<file path="config.mk">
export PLATFORM = sky130hd
export DESIGN_NAME = pwr_en_sequencer
export DESIGN_NICKNAME = d
export VERILOG_FILES = /design/src/rtl/pwr_seq_pkg.sv /design/src/rtl/pwr_en_sequencer_dwell_timer.sv /design/src/rtl/pwr_en_sequencer.sv
export SDC_FILE = /design/constraint.sdc
export NUM_CORES = 1
export LEC_CHECK = 0
export CAP_MARGIN = 20
export CORE_MARGIN = 8
export CORE_UTILIZATION = 45
export CTS_CLUSTER_SIZE = 24
export DETAILED_ROUTE_END_ITERATION = 10
export GPL_ROUTABILITY_DRIVEN = 0
export PLACE_DENSITY_LB_ADDON = 0.3
export SLEW_MARGIN = 20
export SYNTH_ARGS = -nofsm -noshare
export SYNTH_HDL_FRONTEND = slang
export SYNTH_SLANG_ARGS = --single-unit
</file>
<file path="constraint.sdc">
create_clock -name clk100m -period 4.6 [get_ports clk100m]
set_input_delay 0.69 -clock clk100m [delete_from_list [all_inputs] [get_ports clk100m]]
set_output_delay 0.69 -clock clk100m [all_outputs]
set_load 0.05 [all_outputs]
</file>
<file path="src/rtl/pwr_seq_pkg.sv">
// Shared types for the power-enable sequencer.
// Mode encoding, FSM states and the default module count.
package pwr_seq_pkg;

    localparam int NUM_MODULES_DEF = 32;

    typedef enum logic [1:0] {
        MODE_THERMO = 2'd0,
        MODE_WALK   = 2'd1,
        MODE_ALLON  = 2'd2,
        MODE_RSVD   = 2'd3
    } mode_e;

    typedef enum logic [2:0] {
        ST_IDLE  = 3'd0,
        ST_UP    = 3'd1,
        ST_DOWN  = 3'd2,
        ST_WALK  = 3'd3,
        ST_ALLON = 3'd4
    } state_e;

endpackage

</file>
<file path="src/rtl/pwr_en_sequencer_dwell_timer.sv">
// Dwell countdown: load takes value-1, expire is high while at 0.
// Counts down without wrapping; value is expected to be >= 1.
module dwell_timer #(
    parameter int DWELL_W = 32
) (
    input  logic               clk100m,
    input  logic               rstn,
    input  logic               load,
    input  logic [DWELL_W-1:0] value,
    output logic               expire
);

    logic [DWELL_W-1:0] cnt;

    // Reload on request, otherwise count down and park at zero.
    always_ff @(posedge clk100m or negedge rstn) begin
        if (!rstn) begin
            cnt <= '0;
        end else if (load) begin
            cnt <= value - DWELL_W'(1);
        end else if (cnt != '0) begin
            cnt <= cnt - DWELL_W'(1);
        end
    end

    assign expire = (cnt == '0);

endmodule

</file>
<file path="src/rtl/pwr_en_sequencer.sv">
// Power-enable sequencer: thermometer, walking-one and all-on
// patterns, each held for a latched dwell, with stop abort.
module pwr_en_sequencer
    import pwr_seq_pkg::*;
#(
    parameter int NUM_MODULES = NUM_MODULES_DEF,
    parameter int DWELL_W     = 32
) (
    input  logic                           clk100m,
    input  logic                           rstn,
    input  logic                           start,
    input  logic                           stop,
    input  logic [1:0]                     mode,
    input  logic [DWELL_W-1:0]             dwell_cycles,
    output logic [NUM_MODULES-1:0]         pwr_en_out,
    output logic [$clog2(NUM_MODULES):0]   active_count,
    output logic                           busy,
    output logic                           done
);

    localparam int CW = $clog2(NUM_MODULES) + 1;
    localparam logic [CW-1:0] K_N = CW'(NUM_MODULES);
    localparam logic [CW-1:0] K_1 = CW'(1);
    localparam logic [NUM_MODULES-1:0] ONE = NUM_MODULES'(1);

    state_e             state;
    mode_e              mode_q;
    logic [DWELL_W-1:0] dwell_q;
    logic [CW-1:0]      k;
    logic               accept;
    logic               expire;
    logic               last_pat;
    logic               t_load;
    logic [DWELL_W-1:0] t_value;
    logic [DWELL_W-1:0] dwell_clamp;

    function automatic logic [NUM_MODULES-1:0] thermo(input logic [CW-1:0] n);
        return ~({NUM_MODULES{1'b1}} << n);
    endfunction

    assign dwell_clamp = (dwell_cycles == '0) ? DWELL_W'(1) : dwell_cycles;
    assign accept = (state == ST_IDLE) && start && !stop &&
                    (mode != MODE_RSVD);

    // Detect the final pattern of the running sequence.
    always_comb begin
        last_pat = 1'b0;
        unique case (mode_q)
            MODE_THERMO: last_pat = ((state == ST_DOWN) && (k == K_1)) ||
                                    ((NUM_MODULES == 1) && (state == ST_UP));
            MODE_WALK:   last_pat = (k == K_N - K_1);
            MODE_ALLON:  last_pat = 1'b1;
            default:     last_pat = 1'b1;
        endcase
    end

    assign t_load  = accept || ((state != ST_IDLE) && expire && !stop);
    assign t_value = (state == ST_IDLE) ? dwell_clamp : dwell_q;

    dwell_timer #(.DWELL_W(DWELL_W)) u_timer (
        .clk100m (clk100m),
        .rstn    (rstn),
        .load    (t_load),
        .value   (t_value),
        .expire  (expire)
    );

    // Sequencer FSM with registered pattern, popcount and status.
    always_ff @(posedge clk100m or negedge rstn) begin
        if (!rstn) begin
            state        <= ST_IDLE;
            mode_q       <= MODE_THERMO;
            dwell_q      <= '0;
            k            <= '0;
            pwr_en_out   <= '0;
            active_count <= '0;
            busy         <= 1'b0;
            done         <= 1'b0;
        end else begin
            done <= 1'b0;
            if (state == ST_IDLE) begin
                if (accept) begin
                    mode_q  <= mode_e'(mode);
                    dwell_q <= dwell_clamp;
                    busy    <= 1'b1;
                    unique case (mode_e'(mode))
                        MODE_THERMO: begin
                            state        <= ST_UP;
                            k            <= K_1;
                            pwr_en_out   <= ONE;
                            active_count <= K_1;
                        end
                        MODE_WALK: begin
                            state        <= ST_WALK;
                            k            <= '0;
                            pwr_en_out   <= ONE;
                            active_count <= K_1;
                        end
                        default: begin
                            state        <= ST_ALLON;
                            pwr_en_out   <= '1;
                            active_count <= K_N;
                        end
                    endcase
                end
            end else if (stop) begin
                state        <= ST_IDLE;
                pwr_en_out   <= '0;
                active_count <= '0;
                busy         <= 1'b0;
            end else if (expire) begin
                if (last_pat) begin
                    state        <= ST_IDLE;
                    pwr_en_out   <= '0;
                    active_count <= '0;
                    busy         <= 1'b0;
                    done         <= 1'b1;
                end else begin
                    unique case (state)
                        ST_UP: begin
                            if (k == K_N) begin
                                state        <= ST_DOWN;
                                k            <= K_N - K_1;
                                pwr_en_out   <= thermo(K_N - K_1);
                                active_count <= K_N - K_1;
                            end else begin
                                k            <= k + K_1;
                                pwr_en_out   <= thermo(k + K_1);
                                active_count <= k + K_1;
                            end
                        end
                        ST_DOWN: begin
                            k            <= k - K_1;
                            pwr_en_out   <= thermo(k - K_1);
                            active_count <= k - K_1;
                        end
                        ST_WALK: begin
                            k          <= k + K_1;
                            pwr_en_out <= ONE << (k + K_1);
                        end
                        default: begin
                            state <= ST_IDLE;
                        end
                    endcase
                end
            end
        end
    end

endmodule

</file>
==> impl_summary.md, run 1 <==
Timing
After layout, the worst path uses 87.7% of the clock period. Setup repair after global routing left no endpoint under its margin. Timing would allow up to 248 MHz. The number of pins with negative max-slew slack in the final report came to 0. At the pin with the least slew margin, the transition time is 977 ps. The smallest clock period supported by the final layout is computed as 4030 ps. Headroom to the max-slew limit came out at 34.4%. The worst path setup slack after routing is 566 ps. The number of setup violations in the final report is 0. The worst hold-check slack is 333 ps.

The final clock skew is 11.3 ps. Adding up every negative setup slack in the final design gives 0 ps. The count of final hold-check violations came to 0.

Cells and area
At the end of the flow, the number of nets in the layout was 1082. Once layout is complete, the utilization of the core stands at 54.5%. The design area is 0.00937 sq mm. Excluding fillers, the count of instances in the completed layout stands at 1271. Compared with the post-synthesis result, the final layout area differs by 19.7%. The share of post-route cells with drive strength above 1 is 7.65%. The final antenna diode count is 0.

Floorplan
The top-level I/O count is 78. The row count is 48. The vertical die dimension is 148 um. The starting utilization of the core area is 45.5%.

The area of the core is 0.0172 sq mm. The die width is 148 um. The area of the die is 0.0219 sq mm.

Yosys
When the netlist entered floorplanning its net count stood at 1030. The share of synthesized flip-flops with an asynchronous set or reset is 100%. The cell type with the largest total area after synthesis is dfrtp_1. The top flip-flop cell by instance count after synthesis is dfrtp_1. The synthesized netlist occupies a cell area of 0.00782 sq mm. The count of distinct cell types in the synthesized netlist is 66. After synthesis, the cell types taking the most area are dfrtp_1 (37%), nand2_1 (8.3%), nor2_1 (4.9%), a21oi_1 (4.0%), o21ai_0 (3.8%).

After synthesis the netlist holds a flip-flop and latch count of 115. The post-synthesis cell count is 981. The number of warnings reported in the yosys synthesis log is 0. Ranked by instance count, the synthesized netlist is headed by nand2_1 (174), dfrtp_1 (115), nor2_1 (102), a21oi_1 (62), o21ai_0 (60). For this run, the register share of the synthesized area comes to 36.8%. The library cell with the highest instance count after synthesis is nand2_1. The average instance in the mapped netlist occupies 7.97 sq um. The number of flops mapped to enable cells by yosys is 0.

In this run the biggest area consumer among cell types represents 36.8% of the synthesized area.

Power and ir drop
The internal portion of total power is 3.65 mW. Combinational logic burns 54.9% of the power. Summed over all cells, the static leakage comes to 3.83 nW. The total design power is 7.08 mW. The analysis attributes to net switching a power of 3.44 mW. Net switching is 48.5% of the power.

Power spread over the standard cell area amounts to 756 mW/mm^2. VDD sags by at most 0.488 mV. The clock network is responsible for 18.3% of the overall power. Sequential cells account for 26.8% of the total power.

Clock network
The count of clock tree sinks is 115. The number of levels the H-tree was split into is 4. The master cell of the clock root buffer is clkbuf_16. TritonCTS built the clock tree.

The maximum count of clock buffers along a single path is 2. Buffers added to address setup during post-CTS repair amount to 0. The clock insertion delay at the later pin of the skew report is 420 ps. Clock-pin slew was measured on the worst setup and hold paths at 60 ps. The number of buffers added by the clock tree synthesis step is 17. Hold repair after CTS inserted 0 buffers. Gates resized during post-CTS repair numbered 0.

Route
The number of detailed-route iterations in the first pass is 6. The total wirelength of the detailed-routed design is 24800 um. In the routed layout, each cell is associated on average with a via count of 6.23. The number of DRC markers after the initial detailed-route iteration is 962. The residual DRC count is 0. The average wire per cell in the routed design is 19.5 um. The total vias in the final route is 7921. The number of antenna-violating nets in the routed design is 0.

Hold path
The path category of the worst min-delay check is input port to async pin.

GRT
The via count of the first global-routing pass is 7452. Global routing used 22.8% of the available tracks. The largest net degree at the start of global routing is 60. For this run the aggregate overflow at the end of global routing stands at 0. met2 is the most crowded layer. The first global-routing pass estimated 40300 um of wire.

The met3 layer usage reported by global route is 4.89%. For this run, global-route usage on met1 was measured as 31.3%. The number of antenna violations at the first check in global routing is 0.

The routing usage on met2 is 34.2%.

Placed design
After detailed placement, the design holds a cell count of 1239. The placed standard-cell area is 0.00879 sq mm. The worst slack at placement is 352 ps.

The post-DP HPWL is 17600 um. The number of buffers inserted by port buffering is 77.

Run
The tool flagged a number of max-cap violations equal to 0.

Critical path
The data required time at the worst endpoint is 4870 ps. In this run the worst path has a maximum fanout of 8. The class of the most critical setup path is register to register.

The startpoint type of the worst setup path is a register. The data arrival time at the worst-slack endpoint is 4300 ps. STA classifies the critical path endpoint as a register. The number of cells on the worst reg-to-reg path is 12.

Outcome
The flow ran to the end, and the final reports show no timing, DRC or antenna violations.
## logic make-up after synthesis
logic type | share of synthesized area, %
and+or+nand+nor | 27.1
adders and majority gates | 1.76
AOI/OAI and AO/OA | 20.4
buffers and inverters | 3.74
xor gates and xnor gates | 6.05
DFF | 36.8
muxes | 4.08
## registers in the layout, indices dropped and copies added (netlist names)
name and cells:
k 6, done 1, busy 1, active_count 6
pwr_en_out 32, state 3, mode_q 2, dwell_q 32
u_timer.cnt 32
## power groups by stage
| stage | sequential, mW | clock, mW | combinational, mW |
|---|---|---|---|
| 2_1_floorplan | 2.35 | 0 | 2.21 |
| 3_3_place_gp | 1.89 | 0 | 3.77 |
| 3_5_place_dp | 1.90 | 0 | 3.81 |
| 4_1_cts | 1.89 | 1.32 | 3.82 |
| 5_1_grt | 1.96 | 1.35 | 4.19 |
| 6_report | 1.90 | 1.30 | 3.89 |
## critical path, cell delays in order, from the launching register on
cell      delay, ps
dfrtp_1         410
nor4_1          640
nand3_1         340
nor4_4          410
nor2_2           80
a21oi_1         180
ha_1            250
nand4b_1        190
a211oi_4        530
nand4_2         260
nor3_2          320
xor2_1          180
o22ai_1          90
## path summary, 6_finish.rpt
path	end	start	slack, ps
hold reg to reg	dwell_q[27]$_DFFE_PN0P_	dwell_q[27]$_DFFE_PN0P_	470
setup / recovery	u_timer.cnt[24]$_DFFE_PN0P_	u_timer.cnt[9]$_DFFE_PN0P_	570
max in group asynchronous	state[0]$_DFFE_PN0P_	rstn	3300
hold / removal	pwr_en_out[18]$_DFFE_PN0P_	rstn	330
setup reg to reg	u_timer.cnt[24]$_DFFE_PN0P_	u_timer.cnt[9]$_DFFE_PN0P_	570
min in group clk100m	dwell_q[27]$_DFFE_PN0P_	dwell_q[27]$_DFFE_PN0P_	470
## layer usage
| metal | vias to the layer above | routed length, um |
|---|---|---|
| li1 | 3652 | - |
| met1 | 3704 | 11000 |
| met2 | 481 | 10700 |
| met3 | 84 | 2320 |
| met4 | 0 | 741 |
| met5 | - | 0 |
## layout make-up
cell class	count	area, sq um
Inverter	9	33.8
Tap cell	225	282
Clock buffer	18	439
Timing Repair Buffer	97	918
Clock inverter	14	139
Multi-Input combinational cell	793	4680
Sequential cell	115	2880
Fill cell	1617	7810
## cell usage in the layout, fill, tap and decap left out, types with 21 or more instances in the layout
master	synthesis	final
xnor2_1	28	28
mux2i_1	24	24
clkdlybuf4s50_1	0	76
buf_4	0	21
o21ai_0	60	60
nor3_1	49	47
nand2_1	174	174
nor2_1	102	101
dfrtp_1	115	115
xor2_1	26	26
a31oi_1	31	31
a21oi_1	62	62
Note: power is estimated with default switching activity, not from simulation.
==> inputs of run 2 (changes only) <==
Settings changed: ABC_AREA set to 1, CORE_ASPECT_RATIO set to 0.7.
==> run 2 against run 1 <==
Compared with the run above: die area rose by 1.4%; power rose by 9.9%; first-iteration DRC count rose by 21%; flip-flop and latch count did not move; core utilization rose by 0.36 points; final area rose by 0.60%; via count rose by 1.3%; fmax rose by 13%; sequential power fell by 3%; count of clock-buffer cells in the layout did not move; synthesized cell count rose by 19%; hold slack improved by 25 ps; critical endpoint is now pwr_en_out[19]$_DFFE_PN0P_; largest cell class unchanged; largest power group unchanged.
==> impl_summary.md, run 2 <==
Power and ir drop
The ratio of total power to cell area is 826 mW/mm^2. The switching part of the total is 50.9%. The switching power of the nets is 3.96 mW. The share of total power dissipated in the clock network is 18.2%. The sequential cell fraction of total power is 23.6%. The internal power of the cells totals 3.82 mW. Combinational logic is responsible for 58.2% of the overall power.

The maximum vdd ir drop is 0.555 mV. The leakage power is 4.36 nW.

Yosys
Synthesis produced a netlist whose cell count is 1171. Each instance of the synthesized netlist takes up on average 6.76 sq um. The number of warnings reported in the yosys synthesis log is 0. The sequential element share of the synthesized area is 36.4%. Of the post-synthesis cell area, the dominant cell type holds 36.4%.

The count of distinct cell types in the synthesized netlist is 45. The share of synthesized flip-flops with an asynchronous set or reset is 100%. The number of nets in the synthesized netlist is 1220. The area fraction in compound gates after synthesis is 15.9%. After Yosys synthesis, XOR and XNOR cells account for 0.996% of the synthesized area.

By area, the combinational part of the netlist is dominated by simple AND/OR/NAND/NOR gates. The cell type with the largest total area after synthesis is dfrtp_1. nand2_1 is the most common cell in the netlist. The share of cell area taken by muxes after synthesis is 0%. Counting flops with a built-in enable in the synthesized netlist gives 0. The post-synthesis share of cell area spent on and, or, nand and nor gates is 34.5%. The most used flip-flop cell after synthesis is dfrtp_1.

The arithmetic-cell share of the synthesized area counting full adders, half adders and majority gates is 1.74%. The synthesized netlist occupies a cell area of 0.00791 sq mm. Yosys attributes the largest share of cell area to dfrtp_1 (36%), nand2_1 (13%), nor2_1 (7.4%), o21ai_0 (7.1%), inv_1 (7.1%). In this run, synthesis produced a sequential element count of 115.

Sorting the synthesized cells by how often they occur yields nand2_1 (283), nor2_1 (156), inv_1 (149), dfrtp_1 (115), o21ai_0 (112).

Clock network
The clock tree synthesis step divided the H-tree into 4 levels. The clock drives 115 sinks. The clock insertion delay at the later pin of the skew report is 420 ps.

The master cell of the clock root buffer is clkbuf_16. The number of buffers added by the clock tree synthesis step is 17. After clock tree synthesis, the clock-pin slew on the worst setup and hold paths is 60 ps. After clock tree synthesis, the flow added hold-fix buffers numbering 0. The number of gates resized after cts is 0.

The maximum count of clock buffers along a single path is 2. The CTS tree is yes. In this run the post-CTS setup repair buffer count came out at 0.

Timing
The worst hold-check slack is 357 ps. The tightest slew margin relative to the limit is 22.2%. The final clock skew is 7.67 ps. Setup repair after global routing left no endpoint under its margin. The number of pins with negative max-slew slack in the final report is 0. In the finished design, the share of the clock period the worst path needs comes to 77.8%. The setup TNS is 0 ps. For the finished layout, the period the worst path requires is 3580 ps. For the pin with the worst max-slew slack, the measured transition is 1160 ps. Timing would allow up to 279 MHz.

The count of final hold-check violations came to 0. The number of setup violations in the final report is 0.

Floorplan
The row count is 40. The die covers 0.0222 sq mm. The top-level I/O count is 78. From left edge to right edge, the die measures 175 um. The floorplan step defined a core boundary enclosing 0.0172 sq mm. For this configuration, the core starts out at a cell density of 46.1%. The vertical die dimension is 127 um.

Route
After detailed routing, the number of remaining DRC violations is 0. The number of antenna-violating nets in the routed design is 0. The total vias in the final route is 8021. The routed design has 23900 um of wire. In the final routed layout, each cell accounts on average for 16.2 um. The number of DRC markers after the initial detailed-route iteration is 1165. In the routed layout, each cell is associated on average with a via count of 5.43. For this run, the detailed router's first-pass iteration total came to 9.

Critical path
Data arrives at the worst endpoint at 3930 ps. The startpoint type of the worst setup path is a register. The worst stage delay on the critical path is 550 ps. The cell at the slowest stage of the critical path is nor2_1. In this run the worst path has a maximum fanout of 19. The data required time at the worst endpoint is 4950 ps. The cell type group with the largest total delay on the critical path is simple AND/OR/NAND/NOR gates. The number of buffer and inverter stages on the critical path is 2. The category of the worst setup path capture point is a register. Traced cell by cell, the critical path runs through inv_1 > ha_1 > nand4_1 > nor2_1 > o211ai_1 > nand2_1 > nor2_4 > inv_1 > nor2_1 > o21ai_0 > o21ai_1 > o21a_1. The class of the most critical setup path is register to register.

GRT
Summed over all layers, the global routing overflow is 0. The combined global-route utilization of all metal layers is 22.1%. The number of antenna violations at the first check in global routing is 0. The via count of the first global-routing pass is 7566. The largest net degree at the start of global routing is 71. The global-route wire length before repair is 40000 um.

Hold path
The tightest min-delay check is of the input port to async pin type.

Cells and area
Leaving out fill and tap cells, the most frequent cells in the layout are nand2_1 (283), nor2_1 (156), inv_1 (149). The number of antenna diodes in the final layout is 0. The count of non-filler cells in the finished layout is 1476.

Leaving out fill and tap cells, the most frequent cell in the layout is nand2_1. The net count of the finished layout is 1281. The area added between synthesis and finish is 19.1%.

The share of post-route cells with drive strength above 1 is 8.27%. The largest registers in the layout are dwell_q x32, pwr_en_out x32, u_timer.cnt x32.

Placed design
Input and output buffers added on the ports amount to 77. Detailed placement ended at an HPWL of 17300 um. In this run, placement finished with an instance count of 1444.

Run
Max-cap violations in this run came to 0.

Outcome
The flow ran to the end, and the final reports show no timing, DRC or antenna violations.
-- run 2: cell count changes in the layout (fill, tap and decap cells not counted), sizes merged, moves of 24 or more --
cell / previous run / this run
a31oi: 31 / 4
inv: 9 / 151
mux2i: 24 / 0
nand2: 174 / 310
nand3: 18 / 53
nor2: 103 / 179
nor3: 51 / 22
o21ai: 63 / 115
xnor2: 28 / 0
-- run 2: worst paths after layout --
check / from / end / slack, ps / cells past startpoint
worst max-delay path: k[1]$_DFFE_PN0P_ / pwr_en_out[19]$_DFFE_PN0P_ / 1020 / 12
worst min-delay path: rstn / active_count[3]$_DFFE_PN0P_ / 360 / 1
worst max register to register: k[1]$_DFFE_PN0P_ / pwr_en_out[19]$_DFFE_PN0P_ / 1020 / 12
worst min register to register: dwell_q[13]$_DFFE_PN0P_ / dwell_q[13]$_DFFE_PN0P_ / 480 / 2
max in group asynchronous: rstn / dwell_q[17]$_DFFE_PN0P_ / 3320 / 2
min in group clk100m: dwell_q[13]$_DFFE_PN0P_ / dwell_q[13]$_DFFE_PN0P_ / 480 / 2
-- run 2: power groups by stage --
stage	Combinational [mW]	Sequential, mW	Clock [mW]
floorplan	2.63	2.37	0
global placement	4.37	1.83	0
detailed placement	4.40	1.84	0
CTS	4.43	1.83	1.43
global route	4.99	1.90	1.48
finish	4.53	1.84	1.42
-- run 2: layer usage --
layer	track usage, %	vias to the layer above	wire, um
li1	-	3865	-
met1	33.7	3656	11800
met2	28.0	428	8690
met3	7.23	72	2780
met4	6.91	0	541
met5	0	-	0
-- run 2: cells by family (layout without fill, tap and decap cells) --
logic type	after synthesis	after routing
DFF	115	115
adders and majority gates	11	11
AOI/OAI and AO/OA	232	232
xor gates and xnor gates	9	9
and+or+nand+nor	605	605
buffers and inverters	199	273
-- run 2: layout make-up --
cell class / instances / area [sq um]
tap: 231 / 289
timing repair buffer: 87 / 843
clock inverter: 14 / 186
clock buffer: 18 / 439
multi-input combinational: 857 / 4200
inverter: 154 / 583
fill: 1609 / 7740
sequential: 115 / 2880
-- run 2: metrics by stage --
step / setup slack, ps / power (mW) / area, sq um / utilization [%]
5_1_grt: 777 / 8.37 / 9420 / 54.9
3_3_place_gp: 1030 / 6.20 / 8800 / 51.2
3_5_place_dp: 937 / 6.24 / 8800 / 51.2
2_1_floorplan: 2130 / 5.01 / 7910 / -
4_1_cts: 1210 / 7.69 / 9420 / 54.9
6_report: 1020 / 7.79 / 9420 / 54.9
==> inputs of run 3 (changes only) <==
Clock period 4.6 ns to 3.5 ns, I/O delays scaled along.
==> run 3 against run 2 <==
Compared with the run above: count of clock-buffer cells in the layout unchanged; sequential share of layout area down 0.46 points; wire length grew 1.8%; cell count grew 0.75%; first-iteration DRC count down 21%; sequential power is 32% higher; hold slack lost 220 ps; clock skew rose by 1.8 ps; largest cell class unchanged.
==> impl_summary.md, run 3 (synthesis results as in run 2) <==
Timing
The setup TNS is 0 ps. The worst hold-check slack is 140 ps. The final period utilization is 89.3%. The actual transition at the worst max-transition pin is 1010 ps. The peak clock frequency supported by timing is 320 MHz. The worst path setup slack after routing is 373 ps. The time the final worst path needs with I/O delays and setup is 3130 ps.

The number of setup violations in the final report is 0. Setup repair after global routing left no endpoint under its margin. The final clock skew is 9.45 ps.

The count of final hold-check violations is 0. In this run the tightest slew margin relative to its limit is 32.3%. The number of pins with negative max-slew slack in the final report is 0.

GRT
Entering global routing, the biggest net connects 96 pins. The first global-routing pass estimated 40300 um of wire. Global routing used 22.4% of the available tracks. The via count of the first global-routing pass was 7695. The number of antenna violations at the first check in global routing is 0. The total global routing overflow is 0.

Floorplan
The starting utilization of the core area is 46.1%. After floorplanning, the core was divided into 40 placement rows. The die covers 0.0222 sq mm. The core region is 0.0172 sq mm. In this run the count of I/O pins placed on the die edge is 78. The die is 127 um tall. The die width is 175 um.

Clock network
The clock insertion delay at the later pin of the skew report is 420 ps. For this design, the CTS-stage hold fixing added 0 buffers. The CTS tree is yes. The clock tree synthesis step divided the H-tree into 4 levels. The number of buffers added by the clock tree synthesis step is 17. The maximum count of clock buffers along a single path is 2. The clock drives 115 sinks. The clock transition at the register clock pins on the worst setup and hold paths after CTS is 60 ps.

Clock tree synthesis selected as its root buffer the cell clkbuf_16. Buffers added to address setup during post-CTS repair amount to 0. The number of gates resized after cts is 0.

Route
For this run, design rule violations remaining after detail routing come to 0. The first detailed-routing pass took 8 iterations. The via density per instance is 5.40. The number of antenna-violating nets in the routed design is 0. In the final routed layout, each cell accounts on average for 16.3 um.

The detailed router finished its first iteration with 916 violations. For this block, the via count after detailed routing is 8037. The total wirelength of the detailed-routed design is 24300 um.

Power and ir drop
The ratio of total power to cell area is 1100 mW/mm^2. The maximum vdd ir drop is 0.514 mV. In this run the power spent charging and discharging nets is 5.24 mW. The sequential cell fraction of total power is 23.1%.

Net switching is 50.0% of the power. Per report_power, the clock group accounts for 19.1% of the total. The analysis attributes to cell leakage a power of 4.44 nW. The combinational cell fraction of total power is 57.8%.

The internal portion of total power is 5.24 mW.

Critical path
STA puts the critical path data required time at 3760 ps. The cell at the slowest stage of the critical path is dfrtp_1. Along the worst path, the maximum fanout reaches 36. The category of the worst setup path capture point is a register. The startpoint type of the worst setup path is a register. The critical path goes through nor2_4 > nand2_4 > inv_6 > nor2_4 > nand2_4 > nand2_8 > inv_1 > nand2_1 > nand2_1 > inv_1 > ha_1 > inv_1 > nor2_2 > nand2_2 > nor2_2 > xor2_1 > nor2_1. The most numerous cell type found on the critical path is inv_1. The class of the most critical setup path is register to register. The largest single stage delay on the critical path is 490 ps. The data arrival time at the worst-slack endpoint is 3390 ps.

Cells and area
The share of post-route cells with drive strength above 1 is 9.08%. The final antenna diode count is 0. Compared with the post-synthesis result, the final layout area differs by 20.9%. In the final design database the tool counted 1292 nets. The area used by multi-input combinational logic is 0.00420 sq mm. The largest registers in the layout are dwell_q x32, pwr_en_out x32, u_timer.cnt x32. The most common cell after layout, fill and taps aside is nand2_1. The number of fill cells is 1664. In the layout the commonest cells are nand2_1 (283), nor2_1 (156), inv_1 (149). The finished cells cover 0.00957 sq mm. The fraction of the core area covered by cells at the end of the flow is 55.7%. Registers take 0.00288 sq mm.

Placed design
The number of buffers inserted by port buffering is 77. In this run the cell area measured after placement is 0.00889 sq mm. The worst slack at placement is 187 ps. Summed over all nets, the half-perimeter wirelength after detailed placement is 18000 um.

Run
The reported max-cap violation count is 0.

Hold path
The path category of the worst min-delay check is input port to async pin.

Outcome
The run finished with clean final reports.
==> run 3: per-layer routing <==
layer / track usage (%) / routed length, um / share of wire, %
met1: 33.1 / 11800 / 49
met2: 28.8 / 9020 / 37
met3: 9.25 / 3130 / 13
met4: 5.86 / 336 / 1.4
met5: 0 / 0 / 0
==> run 3: area by class of cell <==
cell class,instances,area share [%]
multi-input combinational,857,44.0
sequential,115,30.1
timing repair buffer,98,9.81
inverter,154,6.10
clock buffer,18,4.59
tap,231,3.02
clock inverter,14,2.45
==> run 3: path summary, 6_finish.rpt <==
path,startpoint,cells after the start,end,slack (ps)
setup reg to reg,state[2]$_DFFE_PN0P_,17,u_timer.cnt[12]$_DFFE_PN0P_,370
hold / removal,rstn,1,state[1]$_DFFE_PN0P_,140
min in group clk100m,dwell_q[31]$_DFFE_PN0P_,2,dwell_q[31]$_DFFE_PN0P_,480
hold reg to reg,dwell_q[31]$_DFFE_PN0P_,2,dwell_q[31]$_DFFE_PN0P_,480
max in group asynchronous,rstn,2,pwr_en_out[29]$_DFFE_PN0P_,2560
setup / recovery,state[2]$_DFFE_PN0P_,17,u_timer.cnt[12]$_DFFE_PN0P_,370
==> run 3: stage by stage <==
stage                     power [mW]  std cells
after floorplan                 6.58       1171
after global placement          8.25       1455
after detailed placement        8.32       1455
after CTS                       10.4       1487
after global routing            11.2       1487
final                           10.5       1487
==> run 3: power groups by stage <==
stage                     Clock [mW]  Combinational, mW  Sequential [mW]
after CTS                       2.02               5.93             2.42
after global routing            2.08               6.66             2.51
final                           2.00               6.06             2.42
after floorplan                    0               3.46             3.12
after global placement             0               5.84             2.41
after detailed placement           0               5.89             2.43
==> run 3: worst max-delay path: cells and delay by family (launching register included) <==
kind | cells | cell delay (ps)
and+or+nand+nor | 11 | 1730
DFF | 1 | 490
buffers and inverters | 4 | 400
xor gates and xnor gates | 1 | 180
adders and majority gates | 1 | 150
